**src/rtl/alu_pkg.sv**
```systemverilog
// Shared definitions for the ALU sharing logic: data widths, ALU op codes
// and the arbiter state encoding.
package alu_pkg;

   localparam int DATA_W = 16;
   localparam int OP_W   = 4;

   localparam logic [OP_W-1:0] ALU_ADD  = 4'b0000;
   localparam logic [OP_W-1:0] ALU_SUB  = 4'b0001;
   localparam logic [OP_W-1:0] ALU_AND  = 4'b0010;
   localparam logic [OP_W-1:0] ALU_OR   = 4'b0011;
   localparam logic [OP_W-1:0] ALU_XOR  = 4'b0100;
   localparam logic [OP_W-1:0] ALU_XNOR = 4'b0101;
   localparam logic [OP_W-1:0] ALU_SLT  = 4'b0110;

   typedef enum logic [1:0] {
      ST_IDLE = 2'd0,
      ST_EXEC = 2'd1,
      ST_RESP = 2'd2
   } state_t;

   function automatic int wrap_next(input int idx, input int n);
      return (idx + 1) % n;
   endfunction

endpackage

```
**src/rtl/alu_arbiter_if.sv**
```systemverilog
// Request, ALU and response bundle between the requesters, the shared ALU
// and the arbiter. The arbiter side uses the slave modport.
interface alu_arbiter_if #(
   parameter int NUM_REQ = 2,
   parameter int ID_W    = 1
);
   import alu_pkg::*;

   logic [NUM_REQ-1:0]        req_valid;
   logic [NUM_REQ-1:0]        req_ready;
   logic [NUM_REQ*DATA_W-1:0] req_a;
   logic [NUM_REQ*DATA_W-1:0] req_b;
   logic [NUM_REQ*OP_W-1:0]   req_op;

   logic [DATA_W-1:0]         alu_a;
   logic [DATA_W-1:0]         alu_b;
   logic [OP_W-1:0]           alu_ctrl;
   logic [DATA_W-1:0]         alu_out;

   logic                      resp_valid;
   logic                      resp_ready;
   logic [DATA_W-1:0]         resp_data;
   logic [ID_W-1:0]           resp_id;
   logic                      busy;

   modport slave (
      input  req_valid, req_a, req_b, req_op, alu_out, resp_ready,
      output req_ready, alu_a, alu_b, alu_ctrl, resp_valid, resp_data, resp_id, busy
   );

   modport master (
      output req_valid, req_a, req_b, req_op, alu_out, resp_ready,
      input  req_ready, alu_a, alu_b, alu_ctrl, resp_valid, resp_data, resp_id, busy
   );

endinterface

```
**src/rtl/alu_arbiter_rr_picker.sv**
```systemverilog
// Combinational round-robin picker: first valid requester at or after ptr,
// returned both one-hot and as an index.
module rr_picker #(
   parameter int NUM_REQ = 2,
   parameter int IDX_W   = 1
) (
   input  logic [NUM_REQ-1:0] valid,
   input  logic [IDX_W-1:0]   ptr,
   output logic [NUM_REQ-1:0] grant,
   output logic [IDX_W-1:0]   grant_idx,
   output logic               any_valid
);

   logic [IDX_W-1:0] cand;

   always_comb begin
      grant     = '0;
      grant_idx = '0;
      any_valid = 1'b0;
      cand      = '0;
      for (int k = 0; k < NUM_REQ; k++) begin
         cand = IDX_W'((int'(ptr) + k) % NUM_REQ);
         if (!any_valid && valid[cand]) begin
            any_valid   = 1'b1;
            grant[cand] = 1'b1;
            grant_idx   = cand;
         end
      end
   end

endmodule

```
**src/rtl/alu_arbiter.sv**
```systemverilog
// Shares one combinational ALU between NUM_REQ requesters: round-robin grant,
// registered operands, one-cycle execute, then a held, ID-tagged response.
module alu_arbiter #(
   parameter int NUM_REQ = 2,
   parameter int ID_W    = 1
) (
   input  logic          clk,
   input  logic          rst_n,
   alu_arbiter_if.slave  bus
);
   import alu_pkg::*;

   state_t            state_q, state_d;
   logic [ID_W-1:0]   rr_ptr_q, rr_ptr_d;
   logic [ID_W-1:0]   id_q, id_d;
   logic [ID_W-1:0]   resp_id_q, resp_id_d;
   logic [DATA_W-1:0] alu_a_q, alu_a_d;
   logic [DATA_W-1:0] alu_b_q, alu_b_d;
   logic [OP_W-1:0]   alu_ctrl_q, alu_ctrl_d;
   logic [DATA_W-1:0] resp_data_q, resp_data_d;
   logic              resp_valid_q, resp_valid_d;

   logic [NUM_REQ-1:0] grant_onehot;
   logic [ID_W-1:0]    grant_idx;
   logic               grant_any;

   logic [DATA_W-1:0] req_a_arr  [NUM_REQ];
   logic [DATA_W-1:0] req_b_arr  [NUM_REQ];
   logic [OP_W-1:0]   req_op_arr [NUM_REQ];

   for (genvar i = 0; i < NUM_REQ; i++) begin : g_unpack
      assign req_a_arr[i]  = bus.req_a[i*DATA_W +: DATA_W];
      assign req_b_arr[i]  = bus.req_b[i*DATA_W +: DATA_W];
      assign req_op_arr[i] = bus.req_op[i*OP_W +: OP_W];
   end

   rr_picker #(
      .NUM_REQ (NUM_REQ),
      .IDX_W   (ID_W)
   ) u_picker (
      .valid     (bus.req_valid),
      .ptr       (rr_ptr_q),
      .grant     (grant_onehot),
      .grant_idx (grant_idx),
      .any_valid (grant_any)
   );

   // Ready is only offered in IDLE, so a grant there is always a handshake.
   assign bus.req_ready  = (rst_n && state_q == ST_IDLE) ? grant_onehot : '0;
   assign bus.busy       = (state_q != ST_IDLE);
   assign bus.alu_a      = alu_a_q;
   assign bus.alu_b      = alu_b_q;
   assign bus.alu_ctrl   = alu_ctrl_q;
   assign bus.resp_valid = resp_valid_q;
   assign bus.resp_data  = resp_data_q;
   assign bus.resp_id    = resp_id_q;

   always_comb begin
      state_d      = state_q;
      rr_ptr_d     = rr_ptr_q;
      id_d         = id_q;
      alu_a_d      = alu_a_q;
      alu_b_d      = alu_b_q;
      alu_ctrl_d   = alu_ctrl_q;
      resp_data_d  = resp_data_q;
      resp_id_d    = resp_id_q;
      resp_valid_d = resp_valid_q;
      case (state_q)
         ST_IDLE: begin
            if (grant_any) begin
               alu_a_d    = req_a_arr[grant_idx];
               alu_b_d    = req_b_arr[grant_idx];
               alu_ctrl_d = req_op_arr[grant_idx];
               id_d       = grant_idx;
               rr_ptr_d   = ID_W'(wrap_next(int'(grant_idx), NUM_REQ));
               state_d    = ST_EXEC;
            end
         end
         ST_EXEC: begin
            resp_data_d  = bus.alu_out;
            resp_id_d    = id_q;
            resp_valid_d = 1'b1;
            state_d      = ST_RESP;
         end
         ST_RESP: begin
            if (bus.resp_ready) begin
               resp_valid_d = 1'b0;
               state_d      = ST_IDLE;
            end
         end
         default: begin
            state_d = ST_IDLE;
         end
      endcase
   end

   always_ff @(posedge clk or negedge rst_n) begin
      if (!rst_n) begin
         state_q      <= ST_IDLE;
         rr_ptr_q     <= '0;
         id_q         <= '0;
         alu_a_q      <= '0;
         alu_b_q      <= '0;
         alu_ctrl_q   <= '0;
         resp_data_q  <= '0;
         resp_id_q    <= '0;
         resp_valid_q <= 1'b0;
      end else begin
         state_q      <= state_d;
         rr_ptr_q     <= rr_ptr_d;
         id_q         <= id_d;
         alu_a_q      <= alu_a_d;
         alu_b_q      <= alu_b_d;
         alu_ctrl_q   <= alu_ctrl_d;
         resp_data_q  <= resp_data_d;
         resp_id_q    <= resp_id_d;
         resp_valid_q <= resp_valid_d;
      end
   end

endmodule

```
**src/flat_wrapper.sv**
```systemverilog
// flat-port wrapper written by rule: the top's interface ports become plain ports
module alu_arbiter_flat import alu_pkg::*;
#(
   parameter int NUM_REQ = 2,
   parameter int ID_W    = 1
)
  (clk, rst_n, bus_req_valid, bus_req_a, bus_req_b, bus_req_op, bus_alu_out, bus_resp_ready, bus_req_ready, bus_alu_a, bus_alu_b, bus_alu_ctrl, bus_resp_valid, bus_resp_data, bus_resp_id, bus_busy);
  alu_arbiter_if #(.NUM_REQ(NUM_REQ), .ID_W(ID_W)) bus_i ();
  input  logic clk;
  input  logic rst_n;
  input wire logic [$bits(bus_i.req_valid)-1:0] bus_req_valid;
  input wire logic [$bits(bus_i.req_a)-1:0] bus_req_a;
  input wire logic [$bits(bus_i.req_b)-1:0] bus_req_b;
  input wire logic [$bits(bus_i.req_op)-1:0] bus_req_op;
  input wire logic [$bits(bus_i.alu_out)-1:0] bus_alu_out;
  input wire logic [$bits(bus_i.resp_ready)-1:0] bus_resp_ready;
  output wire logic [$bits(bus_i.req_ready)-1:0] bus_req_ready;
  output wire logic [$bits(bus_i.alu_a)-1:0] bus_alu_a;
  output wire logic [$bits(bus_i.alu_b)-1:0] bus_alu_b;
  output wire logic [$bits(bus_i.alu_ctrl)-1:0] bus_alu_ctrl;
  output wire logic [$bits(bus_i.resp_valid)-1:0] bus_resp_valid;
  output wire logic [$bits(bus_i.resp_data)-1:0] bus_resp_data;
  output wire logic [$bits(bus_i.resp_id)-1:0] bus_resp_id;
  output wire logic [$bits(bus_i.busy)-1:0] bus_busy;
  assign bus_i.req_valid = bus_req_valid;
  assign bus_i.req_a = bus_req_a;
  assign bus_i.req_b = bus_req_b;
  assign bus_i.req_op = bus_req_op;
  assign bus_i.alu_out = bus_alu_out;
  assign bus_i.resp_ready = bus_resp_ready;
  assign bus_req_ready = bus_i.req_ready;
  assign bus_alu_a = bus_i.alu_a;
  assign bus_alu_b = bus_i.alu_b;
  assign bus_alu_ctrl = bus_i.alu_ctrl;
  assign bus_resp_valid = bus_i.resp_valid;
  assign bus_resp_data = bus_i.resp_data;
  assign bus_resp_id = bus_i.resp_id;
  assign bus_busy = bus_i.busy;
  alu_arbiter #(.NUM_REQ(NUM_REQ), .ID_W(ID_W)) u_core (.clk(clk), .rst_n(rst_n), .bus(bus_i));
endmodule
```
**config.mk**
```make
export PLATFORM = sky130hd
export DESIGN_NAME = alu_arbiter_flat
export DESIGN_NICKNAME = d
export VERILOG_FILES = /design/src/rtl/alu_pkg.sv /design/src/rtl/alu_arbiter_if.sv /design/src/rtl/alu_arbiter_rr_picker.sv /design/src/rtl/alu_arbiter.sv /design/src/flat_wrapper.sv
export SDC_FILE = /design/constraint.sdc
export NUM_CORES = 1
export LEC_CHECK = 0
export BUFFER_PORTS_ARGS = -buffer_cell sky130_fd_sc_hd__buf_4
export CORE_MARGIN = 2
export CORE_UTILIZATION = 46
export CTS_CLUSTER_DIAMETER = 40
export DETAILED_ROUTE_END_ITERATION = 16
export PLACE_DENSITY = 0.87
export RECOVER_POWER = 100
export SKIP_LAST_GASP = 1
export SYNTH_ARGS = -nofsm -noshare
export SYNTH_HDL_FRONTEND = slang
export SYNTH_SLANG_ARGS = --single-unit
export TNS_END_PERCENT = 50
```
**constraint.sdc**
```tcl
create_clock -name clk -period 3.6 [get_ports clk]
set_input_delay 0.18 -clock clk [delete_from_list [all_inputs] [get_ports clk]]
set_output_delay 0.18 -clock clk [all_outputs]
set_load 0.02 [all_outputs]
```
==> summary.txt <==
Placed design
  – DP HPWL: 4790 µm
  – IO buf count: 149
  – Global placement routability congestion: 0.802
  – Pre-CTS WS: 1.76 ns
  – Placement Cell Area: 3620 µm²

Timing
  – Tcrit/Tclk final: 0.661
  – Final worst slack: 1.22 ns
  – Total negative slack: 0 ns
  – Fmax: 420 MHz
  – Hold Vio Cnt, Final: 0
  – Slew Limit Fails: 0
  – Measured slew at the worst slew-check pin: 1.44 ns
  – Minimum clock period: 2.38 ns
  – Skew final: 0.00701 ns
  – Setup Viol. Count Final: 0
  – Max_slew headroom: 0.0377
  – Unrepaired setup endpoints after global routing: no

Yosys
  – Synth cell types: 21
  – Area leader, netlist: dfrtp_1
  – Sequential area share after synthesis: 0.578
  – YS warnings: 0
  – Post-synth top area share: 0.578
  – Ranking of synthesized cells by area: dfrtp_1 58%, a221o_1 14%, o21a_1 11%
  – Post-synth EDFFs: 0
  – Post-synthesis register bit count: 58
  – Primary FF master, synth: dfrtp_1
  – Synth Instances: 186
  – Synthesized cell area: 2510 µm²
  – Avg Inst Size Synth: 13.5 µm²
  – Synth cell count leaders: 58 x dfrtp_1, 36 x a221o_1, 36 x o21a_1
  – Post-Syn Nets: 279
  – Cell with the most instances after synthesis: dfrtp_1
  – FFs w/ async S/R, synth: 1.00

Route
  – DR WL/cell: 16.9 µm
  – # DRC: 0
  – Via Count: 2193
  – ANT nets after route: 0
  – Drt first-iter violations: 77
  – Detailed-route wire length: 6860 µm
  – Drt pass-1 iters: 4
  – Number of vias per cell: 5.39

Power and ir drop
  – Max IR drop VDD: 0.423 mV
  – LEAKAGE: 1.66 nW
  – PwrDens: 913 nW/µm²

Floorplan
  – Die Area: 6060 µm²
  – Vert. Die Dim: 77.9 µm
  – Initial Util: 0.485
  – Core Rows: 26
  – DIE WIDTH: 77.9 µm
  – Core area: 5170 µm²
  – Ports: 150

Worst setup path
  – CP arrival: 2.20 ns
  – CP endpoint kind: output port
  – Worst path required time: 3.42 ns
  – CP max FO: 60
  – Critical path class: input pin to output port
  – Setup crit start kind: input pin

Clock network
  – Skew-Pair Late Insertion Delay: 0.32 ns
  – Clock Pin Slew Worst Setup and Hold Paths: 0.07 ns
  – Postcts setup bufs: 0
  – Num CTS Buffers: 9
  – TritonCTS clock tree: done
  – Clock H-tree levels: 3
  – CTS Buffer Depth: 2
  – Clk sinks: 58
  – CTS root buf: clkbuf_8

Outcome
  – Outcome: completed

Layout
  – Final instance area: 3600 µm²
  – Layout area overhead: 43.5%
  – Diodes inserted: 0
  – # nets final: 425
  – Ratio of cells with drive above 1 in the final layout: 0.389

Global route
  – Initial antenna violation count: 0
  – Vias in the first global route: 2293
  – First-pass GRT wire length: 10900 µm
  – Pin count of the biggest net entering global routing: 61
  – GRT Overall Usage: 0.230
  – Overflow left after global routing: 0

Run
  – Max_cap viols: 0

Min path
  – Hold Path Class: input pin to flip-flop
-- where the power goes --
group	internal, mW	switching (mW)	total (mW)
registers	0.979	0.177	1.16
logic	0.650	0.926	1.58
clock network	0.314	0.244	0.558
-- critical path, cell delays in order --
cell	delay, ns
dlygate4sd3_1	0.53
clkbuf_2	1.06
and2_0	0.25
buf_4	0.15
-- cell type report --
type | count | area, µm²
fill | 403 | 1570
inverter | 2 | 7.51
multi-input combinational | 108 | 932
tap | 70 | 87.6
timing repair buffer | 153 | 938
sequential | 58 | 1450
clock inverter | 6 | 57.6
clock buffer | 10 | 128
-- logic make-up (layout without fill, tap and decap cells) --
kind of cell | Yosys count | after routing | share of synthesized area
AOI/OAI and AO/OA | 76 | 76 | 0.259
DFF | 58 | 58 | 0.578
buffers and inverters | 20 | 171 | 0.0503
muxes | 17 | 17 | 0.0763
and+or+nand+nor | 15 | 15 | 0.0359
-- what timing repair did --
action | 4_1_cts | 5_1_grt
gates resized for setup | 0 | 0
endpoints found under the hold margin | 58 | 0
hold buffers | 1 | 0
-- path summary, 6_finish.rpt --
| kind | endpoint | startpoint | slack, ns | depth (start not counted) |
|---|---|---|---|---|
| worst max-delay path | bus_req_ready[0] | rst_n | 1.22 | 4 |
| worst min-delay path | u_core.bus.alu_ctrl[1] | bus_req_op[5] | 0.08 | 2 |
| worst max register to register | u_core.bus.alu_ctrl[2] | u_core.state_q[1] | 1.72 | 4 |
| worst min register to register | u_core.bus.resp_data[3] | u_core.bus.resp_data[3] | 0.50 | 1 |
| max in group asynchronous | u_core.bus.alu_a[4] | rst_n | 1.98 | 2 |
| min in group asynchronous | u_core.bus.resp_data[7] | rst_n | 0.76 | 2 |
-- cells in the final DEF (no fill, tap or decap), types with 3 or more instances in the layout --
cell type	instances
buf_4	95
dfrtp_1	58
clkbuf_1	57
o21a_1	36
a221o_1	36
mux2_2	17
clkbuf_8	9
clkinv_2	4
nand2b_1	3
-- layer usage --
layer | global-route usage | share of wire | up-vias | wire length, µm
li1 | - | - | 1016 | -
met5 | 0 | 0 | - | 0
met3 | 0.0581 | 0.078 | 13 | 534
met1 | 0.290 | 0.41 | 1057 | 2820
met2 | 0.382 | 0.49 | 107 | 3380
met4 | 0.0857 | 0.019 | 0 | 129
-- metrics by stage --
stage / instances / hold WS [ns] / power (mW) / util
3_5_place_dp: 390 / 0.287 / 3.02 / 0.700
6_report: 407 / 0.0805 / 3.29 / 0.696
4_1_cts: 407 / 0.0673 / 3.59 / 0.738
2_1_floorplan: 186 / -0.116 / 2.31 / -
5_1_grt: 407 / 0.0657 / 3.50 / 0.696
3_3_place_gp: 390 / 0.280 / 2.95 / 0.700
-- state kept, by name, indices dropped and copies added (netlist names) --
register and cells:
u_core.bus.alu_a 16, u_core.bus.alu_b 16, u_core.bus.resp_data 16, u_core.bus.alu_ctrl 4
u_core.state_q 2, u_core.bus.resp_id 1, u_core.bus.resp_valid 1, u_core.id_q 1
u_core.rr_ptr_q 1
Note: power is estimated with default switching activity, not from simulation.
